[src/rtl/alu_seq_if.sv]
// alu_seq_if: request/response bundle between the controller and alu_seq.
//   start/ctrl/ain/bin : request from controller (master -> slave)
//   busy/done          : status back to controller
//   sout/cflag/zflag   : registered result and flags
//   vflag              : signed-overflow flag, only with ALU_VFLAG_EN
//
// Handshake: start acts as "valid" and is accepted on a rising edge only
// while the ALU is idle (busy=0); there is no separate ready, busy=1 means
// "not ready" and any start seen then is dropped. Each accepted request
// yields exactly one done pulse; sout/flags are valid from that cycle on
// and hold until the next completion.
interface alu_seq_if #(
  parameter int WIDTH = 8
);
  logic             start;
  logic [2:0]       ctrl;
  logic [WIDTH-1:0] ain;
  logic [WIDTH-1:0] bin;
  logic             busy;
  logic             done;
  logic [WIDTH-1:0] sout;
  logic             cflag;
  logic             zflag;
`ifdef ALU_VFLAG_EN
  logic             vflag;
`endif

  modport master (
    output start, ctrl, ain, bin,
    input  busy, done, sout, cflag, zflag
`ifdef ALU_VFLAG_EN
    , input vflag
`endif
  );

  modport slave (
    input  start, ctrl, ain, bin,
    output busy, done, sout, cflag, zflag
`ifdef ALU_VFLAG_EN
    , output vflag
`endif
  );
endinterface

[src/rtl/alu_seq.sv]
// alu_seq: handshaked ALU with registered flags and iterative multiply.
//   clk       : system clock, rising edge
//   rst       : asynchronous active-high reset
//   bus       : alu_seq_if slave (start/ctrl/ain/bin in; busy/done/sout/flags out)
//   dbg_state : current FSM state (0 = IDLE, 1 = BUSY)
// Optional macro ALU_VFLAG_EN adds the vflag signed-overflow register.
// Single-cycle ops complete on the edge that accepts start; MUL walks a
// WIDTH-iteration shift-add loop in the BUSY state.
module alu_seq #(
  parameter int WIDTH = 8
) (
  input  logic         clk,
  input  logic         rst,
  alu_seq_if.slave     bus,
  output logic         dbg_state
);
  localparam int CW = $clog2(WIDTH);

  localparam logic [2:0] OP_INC = 3'b000;
  localparam logic [2:0] OP_DEC = 3'b001;
  localparam logic [2:0] OP_SUB = 3'b011;
  localparam logic [2:0] OP_ADC = 3'b100;
  localparam logic [2:0] OP_SBB = 3'b101;
  localparam logic [2:0] OP_MUL = 3'b110;
  localparam logic [2:0] OP_CMP = 3'b111;

  typedef enum logic {S_IDLE = 1'b0, S_BUSY = 1'b1} state_t;

  state_t             state_q, state_d;
  logic [WIDTH-1:0]   sout_q, sout_d;
  logic               cflag_q, cflag_d;
  logic               zflag_q, zflag_d;
  logic               done_q, done_d;
  logic [2*WIDTH-1:0] mcand_q, mcand_d;
  logic [WIDTH-1:0]   mplier_q, mplier_d;
  logic [2*WIDTH-1:0] acc_q, acc_d;
  logic [CW-1:0]      cnt_q, cnt_d;

  logic [WIDTH-1:0]   b_op;
  logic               cin;
  logic               is_sub;
  logic [WIDTH:0]     r;
  logic [2*WIDTH-1:0] acc_add;
`ifdef ALU_VFLAG_EN
  logic               vflag_q, vflag_d;
  logic               v_calc;
`endif

  always_comb begin
    // INC/DEC use a constant 1 as the second operand; carry-in only for ADC/SBB.
    b_op   = ((bus.ctrl == OP_INC) || (bus.ctrl == OP_DEC)) ? WIDTH'(1) : bus.bin;
    cin    = ((bus.ctrl == OP_ADC) || (bus.ctrl == OP_SBB)) ? cflag_q : 1'b0;
    is_sub = (bus.ctrl == OP_DEC) || (bus.ctrl == OP_SUB) ||
             (bus.ctrl == OP_SBB) || (bus.ctrl == OP_CMP);
    if (is_sub) r = {1'b0, bus.ain} - {1'b0, b_op} - {{WIDTH{1'b0}}, cin};
    else        r = {1'b0, bus.ain} + {1'b0, b_op} + {{WIDTH{1'b0}}, cin};
`ifdef ALU_VFLAG_EN
    if (is_sub) v_calc = (bus.ain[WIDTH-1] != b_op[WIDTH-1]) && (r[WIDTH-1] != bus.ain[WIDTH-1]);
    else        v_calc = (bus.ain[WIDTH-1] == b_op[WIDTH-1]) && (r[WIDTH-1] != bus.ain[WIDTH-1]);
`endif
    // One shift-add step: the partial product for bit cnt of the multiplier.
    acc_add = acc_q + (mplier_q[0] ? (mcand_q << cnt_q) : '0);
  end

  always_comb begin
    state_d  = state_q;
    sout_d   = sout_q;
    cflag_d  = cflag_q;
    zflag_d  = zflag_q;
    done_d   = 1'b0;
    mcand_d  = mcand_q;
    mplier_d = mplier_q;
    acc_d    = acc_q;
    cnt_d    = cnt_q;
`ifdef ALU_VFLAG_EN
    vflag_d  = vflag_q;
`endif
    case (state_q)
      S_IDLE: begin
        if (bus.start) begin
          if (bus.ctrl == OP_MUL) begin
            state_d  = S_BUSY;
            mcand_d  = {{WIDTH{1'b0}}, bus.ain};
            mplier_d = bus.bin;
            acc_d    = '0;
            cnt_d    = '0;
          end else begin
            // CMP only touches the flags; sout keeps its last result.
            if (bus.ctrl != OP_CMP) sout_d = r[WIDTH-1:0];
            cflag_d = r[WIDTH];
            zflag_d = (r == '0);
`ifdef ALU_VFLAG_EN
            vflag_d = v_calc;
`endif
            done_d  = 1'b1;
          end
        end
      end
      S_BUSY: begin
        acc_d    = acc_add;
        mplier_d = mplier_q >> 1;
        cnt_d    = cnt_q + CW'(1);
        if (cnt_q == CW'(WIDTH - 1)) begin
          state_d = S_IDLE;
          cnt_d   = '0;
          sout_d  = acc_add[WIDTH-1:0];
          cflag_d = |acc_add[2*WIDTH-1:WIDTH];
          zflag_d = (acc_add == '0);
`ifdef ALU_VFLAG_EN
          vflag_d = 1'b0;
`endif
          done_d  = 1'b1;
        end
      end
      default: state_d = S_IDLE;
    endcase
  end

  always_ff @(posedge clk or posedge rst) begin
    if (rst) begin
      state_q  <= S_IDLE;
      sout_q   <= '0;
      cflag_q  <= 1'b0;
      zflag_q  <= 1'b0;
      done_q   <= 1'b0;
      mcand_q  <= '0;
      mplier_q <= '0;
      acc_q    <= '0;
      cnt_q    <= '0;
    end else begin
      state_q  <= state_d;
      sout_q   <= sout_d;
      cflag_q  <= cflag_d;
      zflag_q  <= zflag_d;
      done_q   <= done_d;
      mcand_q  <= mcand_d;
      mplier_q <= mplier_d;
      acc_q    <= acc_d;
      cnt_q    <= cnt_d;
    end
  end

`ifdef ALU_VFLAG_EN
  always_ff @(posedge clk or posedge rst) begin
    if (rst) vflag_q <= 1'b0;
    else     vflag_q <= vflag_d;
  end
  assign bus.vflag = vflag_q;
`endif

  assign bus.busy  = (state_q == S_BUSY);
  assign bus.done  = done_q;
  assign bus.sout  = sout_q;
  assign bus.cflag = cflag_q;
  assign bus.zflag = zflag_q;
  assign dbg_state = (state_q == S_BUSY);
endmodule

[src/flat_wrapper.sv]
// flat-port wrapper written by rule: the top's interface ports become plain ports
module alu_seq_flat 
#(
  parameter int WIDTH = 8
)
  (clk, rst, dbg_state, bus_start, bus_ctrl, bus_ain, bus_bin, bus_busy, bus_done, bus_sout, bus_cflag, bus_zflag);
  alu_seq_if #(.WIDTH(WIDTH)) bus_i ();
  input  logic clk;
  input  logic rst;
  output logic dbg_state;
  input wire logic [$bits(bus_i.start)-1:0] bus_start;
  input wire logic [$bits(bus_i.ctrl)-1:0] bus_ctrl;
  input wire logic [$bits(bus_i.ain)-1:0] bus_ain;
  input wire logic [$bits(bus_i.bin)-1:0] bus_bin;
  output wire logic [$bits(bus_i.busy)-1:0] bus_busy;
  output wire logic [$bits(bus_i.done)-1:0] bus_done;
  output wire logic [$bits(bus_i.sout)-1:0] bus_sout;
  output wire logic [$bits(bus_i.cflag)-1:0] bus_cflag;
  output wire logic [$bits(bus_i.zflag)-1:0] bus_zflag;
  assign bus_i.start = bus_start;
  assign bus_i.ctrl = bus_ctrl;
  assign bus_i.ain = bus_ain;
  assign bus_i.bin = bus_bin;
  assign bus_busy = bus_i.busy;
  assign bus_done = bus_i.done;
  assign bus_sout = bus_i.sout;
  assign bus_cflag = bus_i.cflag;
  assign bus_zflag = bus_i.zflag;
  alu_seq #(.WIDTH(WIDTH)) u_core (.clk(clk), .rst(rst), .bus(bus_i), .dbg_state(dbg_state));
endmodule
[config.mk]
export PLATFORM = sky130hd
export DESIGN_NAME = alu_seq_flat
export DESIGN_NICKNAME = d
export VERILOG_FILES = /design/src/rtl/alu_seq_if.sv /design/src/rtl/alu_seq.sv /design/src/flat_wrapper.sv
export SDC_FILE = /design/constraint.sdc
export NUM_CORES = 1
export LEC_CHECK = 0
export CAP_MARGIN = 20
export CORE_MARGIN = 2
export CORE_UTILIZATION = 35
export CTS_CLUSTER_DIAMETER = 40
export CTS_CLUSTER_SIZE = 12
export DETAILED_ROUTE_END_ITERATION = 6
export DONT_BUFFER_PORTS = 1
export GPL_ROUTABILITY_DRIVEN = 0
export GPL_TIMING_DRIVEN = 0
export HOLD_SLACK_MARGIN = 0.08
export MAX_ROUTING_LAYER = met4
export PLACE_DENSITY_LB_ADDON = 0.08
export SYNTH_ARGS = -nofsm -noshare
export SYNTH_HDL_FRONTEND = slang
export SYNTH_SLANG_ARGS = --single-unit
[constraint.sdc]
create_clock -name clk -period 4.56 [get_ports clk]
set_clock_uncertainty 0.15 [all_clocks]
set_input_delay 0.912 -clock clk [delete_from_list [all_inputs] [get_ports clk]]
set_output_delay 0.912 -clock clk [all_outputs]
set_load 0.01 [all_outputs]
# [Word level (Yosys, flattened, before mapping)]
# Cells that the tools add are included.
[totals] elab_cells=78 regBits=47 output_inout_bits=13
[classes] add_sub_neg=6 n_reduce_logical=13 eq_ne=13 n_shift=1 mux=35 bitwise_logic=1
[op_table] op="8-bit two-way mux" count=7
[op_table] op="16-bit two-way mux" count=3
[op_table] op="16-bit one-hot mux with 2 select lines" count=1
[op_table] op="8-bit one-hot mux with 2 select lines" count=2
[op_table] op="16-bit adder" count=1
[op_table] op="16-bit zero test" count=1
[op_table] op="8-bit by 3-bit << shifter with 16-bit output" count=1
[op_table] op="3-bit == test, second input constant" count=5
[op_table] op="1-bit two-way mux" count=13
[op_table] op="8-bit by 8-bit adder with 9-bit output" count=1
[op_table] op="9-bit by 1-bit adder with 9-bit output" count=1
[op_table] op="9-bit zero test" count=1
[op_table] op="3-bit two-way mux" count=3
[op_table] op="9-bit two-way mux" count=1
[op_table] op="8-bit by 8-bit subtractor with 9-bit output" count=1
[op_table] op="9-bit by 1-bit subtractor with 9-bit output" count=1
[op_table] op="1-bit one-hot mux with 2 select lines" count=4
[op_table] op="8-bit OR reduction" count=1
[op_table] op="2-bit inequality test, second input constant" count=3
[op_table] op="3-bit one-hot mux with 2 select lines" count=1
[op_table] op="3-bit AND reduction" count=2
[op_table] op="1-bit logical OR" count=5
[op_table] op="2-bit by 1-bit inequality test with 1-bit output, second input constant" count=2
[op_table] op="4-bit AND reduction" count=1
[op_table] op="other kinds (7)" count=7

# [Depth between registers and ports, before layout]
# Gate-level depths: netlist of the first run.
[depth] ltp_word=10 ltp_mapped=16 ltp_nobuf=14

# [Worst setup path before layout of the first run]
# Ideal clock, no wire load.
[synth_timing] path_kind="input-to-reg" startpoint="input port bus_ctrl[2]" endpoint="register u_core.zflag_q (netlist: u_core.bus.zflag)" stages=13 arrival_ns=3.399 t_required_ns=4.290 setup_ns=0.120 n_path_buf=0 setup_slack_ns=0.891 cell_sequence="nor2_1 or2_2 inv_1 fa_1 fa_1 nor3_1 nor3_1 o31a_1 xnor2_1 mux2_1 nand4_1 o31ai_1 a31o_1"
[synth_via] elab_chain_len=10
[synth_lines] element="from (decl)" line_no="flat_wrapper.sv:12" source="input wire logic [$bits(bus_i.ctrl)-1:0] bus_ctrl;"
[synth_lines] element="3-bit by 1-bit == test with 1-bit output or 3-bit zero test (tied branches)" line_no="alu_seq.sv:51, alu_seq.sv:53"
[synth_lines] element="1-bit logical OR" line_no="alu_seq.sv:51" source="b_op = ((bus.ctrl == OP_INC) || (bus.ctrl == OP_DEC)) ? WIDTH'(1) : bus.bin;"
[synth_lines] element="8-bit two-way mux" line_no="alu_seq.sv:51"
[synth_lines] element="8-bit by 8-bit adder with 9-bit output or 8-bit by 8-bit subtractor with 9-bit output (tied branches)" line_no="alu_seq.sv:56, alu_seq.sv:55"
[synth_lines] element="9-bit by 1-bit adder with 9-bit output or 9-bit by 1-bit subtractor with 9-bit output (tied branches)" line_no="alu_seq.sv:56, alu_seq.sv:55"
[synth_lines] element="9-bit two-way mux" line_no="alu_seq.sv:55" source="if (is_sub) r = {1'b0, bus.ain} - {1'b0, b_op} - {{WIDTH{1'b0}}, cin};"
[synth_lines] element="9-bit zero test" line_no="alu_seq.sv:91" source="zflag_d = (r == '0);"
[synth_lines] element="1-bit two-way mux" line_no="alu_seq.sv:81" source="if (bus.ctrl == OP_MUL) begin"
[synth_lines] element="1-bit two-way mux" line_no="alu_seq.sv:80" source="if (bus.start) begin"
[synth_lines] element="1-bit one-hot mux with 2 select lines" line_no="alu_seq.sv:78" source="case (state_q)"
[synth_lines] element="to (signal assigned)" line_no="alu_seq.sv:134" source="zflag_q <= zflag_d;"
[synth_lines] element="to (decl)" line_no="alu_seq.sv:32" source="logic zflag_q, zflag_d;"
# Several ways; a longest one is shown, not always the timed one. The select of a mux whose other input is x is not followed.
# A chain may end at the register's enable or synchronous reset.

# [Worst setup path in the final report of the first run]
[layout_timing] startpoint="register u_core.cnt_q[0]" endpoint="register u_core.zflag_q (netlist: u_core.bus.zflag)"
[layout_via] elab_chain_len=6
[layout_lines] element="from (decl)" line_no="alu_seq.sv:37" source="logic [CW-1:0] cnt_q, cnt_d;"
[layout_lines] element="from (signal assigned)" line_no="alu_seq.sv:139" source="cnt_q <= cnt_d;"
[layout_lines] element="8-bit by 3-bit << shifter with 16-bit output" line_no="alu_seq.sv:62" source="acc_add = acc_q + (mplier_q[0] ? (mcand_q << cnt_q) : '0);"
[layout_lines] element="16-bit two-way mux" line_no="alu_seq.sv:62"
[layout_lines] element="16-bit adder" line_no="alu_seq.sv:62"
[layout_lines] element="16-bit zero test" line_no="alu_seq.sv:108" source="zflag_d = (acc_add == '0);"
[layout_lines] element="1-bit two-way mux" line_no="alu_seq.sv:103" source="if (cnt_q == CW'(WIDTH - 1)) begin"
[layout_lines] element="1-bit one-hot mux with 2 select lines" line_no="alu_seq.sv:78"
# Several ways; a longest one is shown, not always the timed one. The select of a mux whose other input is x is not followed.

==> results of run 1 <==
-- cell usage after synthesis (5+ instances only) --
master    instances
xor2_1            8
mux2i_1          16
nor2_1           35
a21oi_1          32
nand2_1          67
ha_1             38
nor3_1            9
mux2_2           13
nand3_1           5
dfrtp_1          47
o21ai_0          41
fa_1              5
nor2b_1          12
clkbuf_1         19
inv_1            30
a21o_1            8
xnor2_1          20
-- per-layer routing --
metal	GRT usage, %	vias to the layer above	routed length [µm]
met1	24.3	1559	5180
li1	-	1672	-
met4	6.34	0	266
met2	28.8	64	4760
met3	3.55	13	420
met5	-	-	0
-- through the flow --
stage / std cells / total power, W
5_1_grt: 629 / 0.00262
2_1_floorplan: 477 / 0.00160
6_report: 629 / 0.00241
3_5_place_dp: 621 / 0.00192
4_1_cts: 629 / 0.00242
3_3_place_gp: 620 / 0.00190
-- cells in the final DEF (no fill, tap or decap), types with 5 or more instances in the layout --
cell type,count
a21o_1,8
a21oi_1,32
clkbuf_1,19
clkbuf_16,5
dfrtp_1,47
fa_1,5
ha_1,38
inv_1,29
mux2_2,13
mux2i_1,16
nand2_1,67
nand3_1,5
nor2_1,35
nor2b_1,12
nor3_1,9
o21ai_0,41
xnor2_1,20
xor2_1,8
-- state kept, by name (all words and copies together) (netlist names) --
| signal | flops |
|---|---|
| u_core.acc_q | 16 |
| u_core.mcand_q | 8 |
| u_core.cnt_q | 3 |
| u_core.bus.done | 1 |
| u_core.bus.zflag | 1 |
| u_core.bus.cflag | 1 |
| u_core.mplier_q | 8 |
| u_core.bus.sout | 8 |
| u_core.bus.busy | 1 |
-- report_power, final --
| group | internal [W] | switching [W] | total [W] |
|---|---|---|---|
| clock | 0.000315 | 0.000171 | 0.000486 |
| combinational | 0.000465 | 0.000736 | 0.00120 |
| sequential | 0.000577 | 0.000141 | 0.000718 |
| total | 0.00136 | 0.00105 | 0.00241 |
-- worst max path at each step --
| stage | start | endpoint | slack [ps] | cells after the start |
|---|---|---|---|---|
| finish | u_core.cnt_q[0] | u_core.bus.zflag | 430 | 15 |
| global route | u_core.cnt_q[1] | u_core.bus.zflag | 140 | 15 |
| CTS | u_core.cnt_q[1] | u_core.bus.zflag | 270 | 15 |
| floorplan | bus_ctrl[2] | u_core.bus.zflag | 890 | 13 |
| global placement | u_core.cnt_q[1] | u_core.bus.zflag | 290 | 15 |
| detailed placement | u_core.cnt_q[1] | u_core.bus.zflag | 300 | 15 |
-- critical path, delay by kind of cell, from the launching register on --
kind / cells / cell delay (ps)
AO/OA/AOI/OAI: 6 / 1420
XOR/XNOR: 1 / 130
adder cells (fa/ha/maj): 2 / 620
buffers and inverters: 2 / 650
flip-flops: 1 / 380
AND/OR/NAND/NOR: 4 / 730
-- cell families (layout without fill, tap and decap cells) --
family          Yosys count  after routing  share of synthesized area [%]
xor+xnor                 28             28                           6.10
buf+inv                  54             63                           5.14
simple gates            156            156                           18.1
compound gates          119            119                           19.2
flops                    47             47                           29.3
fa+ha+maj                43             43                           14.3
mux                      30             30                           7.91
-- layout make-up --
cell class                      count  share of cell area (%)
Multi-Input combinational cell    376                    59.8
Sequential cell                    47                    26.7
Tap cell                          143                    4.06
Clock buffer                        6                    2.92
Inverter                           32                    2.73
Buffer                             22                    1.99
Clock inverter                      2                    1.36
Timing Repair Buffer                1                   0.454
==> impl_metrics.json, run 1 <==
{
  "outcome": "finished clean",
  "dr_total_vias": 3308,
  "tns_ps": 0,
  "r2r_end": "u_core.bus.zflag",
  "clk_pin_slew_worst_paths_ps": 70,
  "clk_latency_ps": 300,
  "syn2layout_area_growth_pct": 9.69,
  "grt_max_degree": 32,
  "ys_seq_area_share_pct": 29.3,
  "worstSetupStartpointType": "register",
  "clock_sinks": 47,
  "worstSetupPathType": "register to register",
  "die_w_um": 111,
  "viasPerCell": 5.26,
  "cpPeakStageDelay_ps": 460,
  "yosys-top-cells-area": "dfrtp_1 (29%), ha_1 (12%), nand2_1 (6.3%)",
  "fmax_ghz": 0.242,
  "antenna_found_initial": 0,
  "yosysTopAreaCell": "dfrtp_1",
  "ys_warn_count": 0,
  "worstPathArrival_ps": 4220,
  "min_period_over_period_pct": 90.5,
  "whs_endpoint": "u_core.mplier_q[0]",
  "endpoint_kind": "register",
  "rows": 39,
  "die_h_um": 111,
  "synth_top_area_share_pct": 29.3,
  "worst_slack_ps": 431,
  "critPathSlowestCell": "nor4_2",
  "ff2ff_setup_slack_ps": 430,
  "cts_resized": 0,
  "cts_tree": "built",
  "syn_inst": 477,
  "numPortBuffers": 0,
  "async_reset_ff_share_pct": 100,
  "p_leak_nw": 2.13,
  "synth_ff_type": "dfrtp_1",
  "rr_startpoint": "u_core.cnt_q[0]",
  "rsz0062_at_grt": "no",
  "ff2ff_path_depth": 15,
  "hold_buffers": 0,
  "crit_required_ps": 4650,
  "maxCapViolCount": 0,
  "cp_cell_sequence": "clkbuf_1 > buf_1 > nor2_1 > nand2_1 > nor2_1 > ha_1 > fa_1 > a21o_1 > a221oi_2 > o21bai_2 > a21o_1 > a21oi_1 > xnor2_1 > nor4_2 > a31o_1",
  "slew_headroom_pct": 49.1,
  "dp_hpwl_mm": 8.50,
  "clockRootBuffer": "clkbuf_16",
  "fillers": 1191,
  "fp.dieArea_um2": 12400,
  "htree_levels": 2,
  "place_area_um2": 4220,
  "drive_gt1_share_pct": 6.79,
  "grt_pass1_vias": 3386,
  "report.final.slew_viol_count": 0,
  "grt_pass1_wl_mm": 17.6,
  "grtUsageTotal_pct": 18.5,
  "first_pass_iters": 4,
  "hold_start": "u_core.mplier_q[1]",
  "whs_ps": 335,
  "synth_edf_count": 0,
  "ys_types": 60,
  "worst_slew_pin_slew_ps": 763,
  "period_needed_ps": 4130,
  "ant_nets": 0,
  "start_util_pct": 35.5,
  "regArea_um2": 1180,
  "wl_per_cell_um": 16.9,
  "finalHoldViolCount": 0,
  "worstPathMaxFanout": 10,
  "synth_area_per_cell_um2": 8.42,
  "cts_buffer_depth": 2,
  "drt_iter0_drc": 134,
  "setup_viol_count_final": 0,
  "hp-class": "register to register",
  "pre_cts_slack_ps": 301,
  "syn-cell-area_um2": 4020,
  "drc_errors": 0,
  "final_cell_area_um2": 4410,
  "finish.net_count": 550,
  "grt_overflow": 0,
  "coreArea_um2": 11300,
  "ioPinCount": 35,
  "syn_nets": 542,
  "totalWireLength_mm": 10.6,
  "post_cts_buffers": 0,
  "multi_input_area_um2": 2640,
  "n_antenna_cell": 0,
  "final_util_pct": 38.9,
  "cellPowerDensity_nw_per_um2": 546,
  "synth-seq-cells": 47,
  "holdPathStages": 2,
  "numCtsBuffers": 5,
  "ir_drop_mv": 0.275
}
Note: power is estimated with default switching activity, not from simulation.
==> inputs of run 2 (changes only) <==
Clock period 4.56 ns to 4.5 ns, I/O delays scaled along.
==> results of run 2 <==
The final DEF is identical to that of run 1. Status: finished clean.
Among the figures that moved: setup slack after placement 301 ps -> 241 ps; setup slack after layout 431 ps -> 371 ps; hold slack 335 ps -> 327 ps; register-to-register setup slack 430 ps -> 370 ps; total power 0.00241 W -> 0.00244 W; worst IR drop on VDD 0.275 mV -> 0.279 mV
==> inputs of run 3 (changes only) <==
Settings changed: GPL_TIMING_DRIVEN 0 to default.
==> run 3 against run 2 <==
Compared with the run above:
- clock power decreased by 20%
- core utilization decreased by 0.77 points
- sequential power increased by 8.1%
- count of clock-buffer cells in the layout decreased by 1
- register-to-register slack improved by 270 ps
- die area unchanged
- non-clock buffer count decreased by 17
- setup slack improved by 270 ps
- critical path type unchanged
- critical endpoint unchanged
==> impl_metrics.json, run 3 (synthesis gave the netlist of run 1 again) <==
{
  "drc_errors": 0,
  "multi_input_area_um2": 2640,
  "rows": 39,
  "coreArea_um2": 11300,
  "clock_sinks": 47,
  "ff2ff_setup_slack_ps": 650,
  "dr_total_vias": 3208,
  "whs_ps": 245,
  "final_cell_mix": "nand2_1 (67), dfrtp_1 (47), o21ai_0 (41)",
  "start_util_pct": 35.5,
  "final_util_pct": 38.2,
  "largest_reg_flops": 16,
  "period_needed_ps": 3850,
  "grt_pass1_vias": 3246,
  "cellPowerDensity_nw_per_um2": 531,
  "ioPinCount": 35,
  "viasPerCell": 5.24,
  "die_h_um": 111,
  "clockRootBuffer": "clkbuf_16",
  "place_area_um2": 4140,
  "slew_headroom_pct": 39.2,
  "ant_nets": 0,
  "final_common_cell": "nand2_1",
  "p_comb_share_pct": 48.6,
  "grt_pass1_wl_mm": 17.4,
  "setup_viol_count_final": 0,
  "drive_gt1_share_pct": 8.10,
  "cts_resized": 0,
  "clk_latency_ps": 300,
  "finalHoldViolCount": 0,
  "finish.net_count": 533,
  "grt_max_degree": 48,
  "wl_per_cell_um": 17.1,
  "antenna_found_initial": 0,
  "p_int_w": 0.00126,
  "grt_overflow": 0,
  "regArea_um2": 1180,
  "final_cell_area_um2": 4320,
  "ir_drop_mv": 0.304,
  "totalWireLength_mm": 10.5,
  "n_antenna_cell": 0,
  "outcome": "finished clean",
  "cts_buffer_depth": 2,
  "numCtsBuffers": 5,
  "crit_required_ps": 4600,
  "worstPathArrival_ps": 3950,
  "die_w_um": 111,
  "r2r_end": "u_core.bus.zflag",
  "cts_tree": "built",
  "drt_iter0_drc": 157,
  "p_switching_w": 0.00103,
  "fp.dieArea_um2": 12400,
  "first_pass_iters": 4,
  "grtUsageTotal_pct": 18.4,
  "rsz0062_at_grt": "no",
  "worstPathMaxFanout": 8,
  "clk_pin_slew_worst_paths_ps": 70,
  "syn2layout_area_growth_pct": 7.51,
  "fmax_ghz": 0.259,
  "post_cts_buffers": 0,
  "clkPwrFrac_pct": 17.1,
  "worstSetupStartpointType": "register",
  "worst_slew_pin_slew_ps": 913,
  "hold_buffers": 0,
  "worstSetupPathType": "register to register",
  "hp-class": "input pin to asynchronous set/reset pin",
  "ff2ff_path_depth": 13,
  "tns_ps": 0,
  "seqPwrFrac_pct": 34.3,
  "report.final.slew_viol_count": 0,
  "switching_share_pct": 45.0,
  "regMostFlops": "u_core.acc_q",
  "htree_levels": 2,
  "numPortBuffers": 0,
  "min_period_over_period_pct": 85.6,
  "dp_hpwl_mm": 8.25,
  "endpoint_kind": "register",
  "rr_startpoint": "u_core.cnt_q[1]",
  "p_leak_nw": 2.11,
  "fillers": 1184,
  "maxCapViolCount": 0
}
-- run 3: changes by cell type in the layout (fill, tap and decap cells not counted), sizes merged --
| cell | delta |
|---|---|
| buf | +2 |
| clkbuf | -20 |
| clkinv | +1 |
| inv | +2 |
| bufinv | -2 |
-- run 3: critical path, stage by stage (launching register included) --
cell,delay [ps]
dfrtp_1,500
mux2_2,390
o21ai_0,200
o21ai_0,110
and2_1,180
ha_1,340
a21o_1,210
a31o_1,210
o211a_4,270
o41ai_4,390
nand2_2,60
o22a_1,230
nor4_2,370
a31o_1,190
-- run 3: routing by layer --
layer	track usage (%)	wire (µm)	vias to the layer above
li1	-	-	1635
met4	4.94	130	0
met5	-	0	-
met1	25.2	5270	1524
met3	3.50	381	8
met2	27.9	4710	41
-- run 3: power groups by stage --
| stage | Clock (W) | Sequential (W) | Combinational [W] |
|---|---|---|---|
| detailed placement | 0 | 0.000796 | 0.00111 |
| global placement | 0 | 0.000792 | 0.00111 |
| global route | 0.000423 | 0.000819 | 0.00128 |
| floorplan | 0 | 0.000693 | 0.000932 |
| CTS | 0.000405 | 0.000789 | 0.00112 |
| finish | 0.000392 | 0.000787 | 0.00111 |
-- run 3: how the worst max path moves through the flow --
stage                               start                to  slack, ps  depth (start not counted)
final                     u_core.cnt_q[1]  u_core.bus.zflag        650                         13
after global routing      u_core.cnt_q[0]  u_core.bus.zflag        370                         11
after CTS                 u_core.cnt_q[1]  u_core.bus.zflag        600                         13
after detailed placement  u_core.cnt_q[1]  u_core.bus.zflag        610                         13
after global placement        bus_ctrl[2]  u_core.bus.zflag        650                         14
after floorplan               bus_ctrl[2]  u_core.bus.zflag        840                         13
-- run 3: layout make-up --
class	instances	share of cell area, %
multi-input combinational	376	61.1
sequential	47	27.2
timing repair buffer	6	1.33
clock inverter	3	0.521
inverter	32	2.78
clock buffer	5	2.90
tap	143	4.14
-- run 3: stage by stage --
step / setup WS (ps) / power [W] / std cells
6_report: 646 / 0.00229 / 612
5_1_grt: 367 / 0.00252 / 612
4_1_cts: 598 / 0.00231 / 610
3_5_place_dp: 608 / 0.00191 / 602
3_3_place_gp: 648 / 0.00190 / 602
2_1_floorplan: 843 / 0.00163 / 477
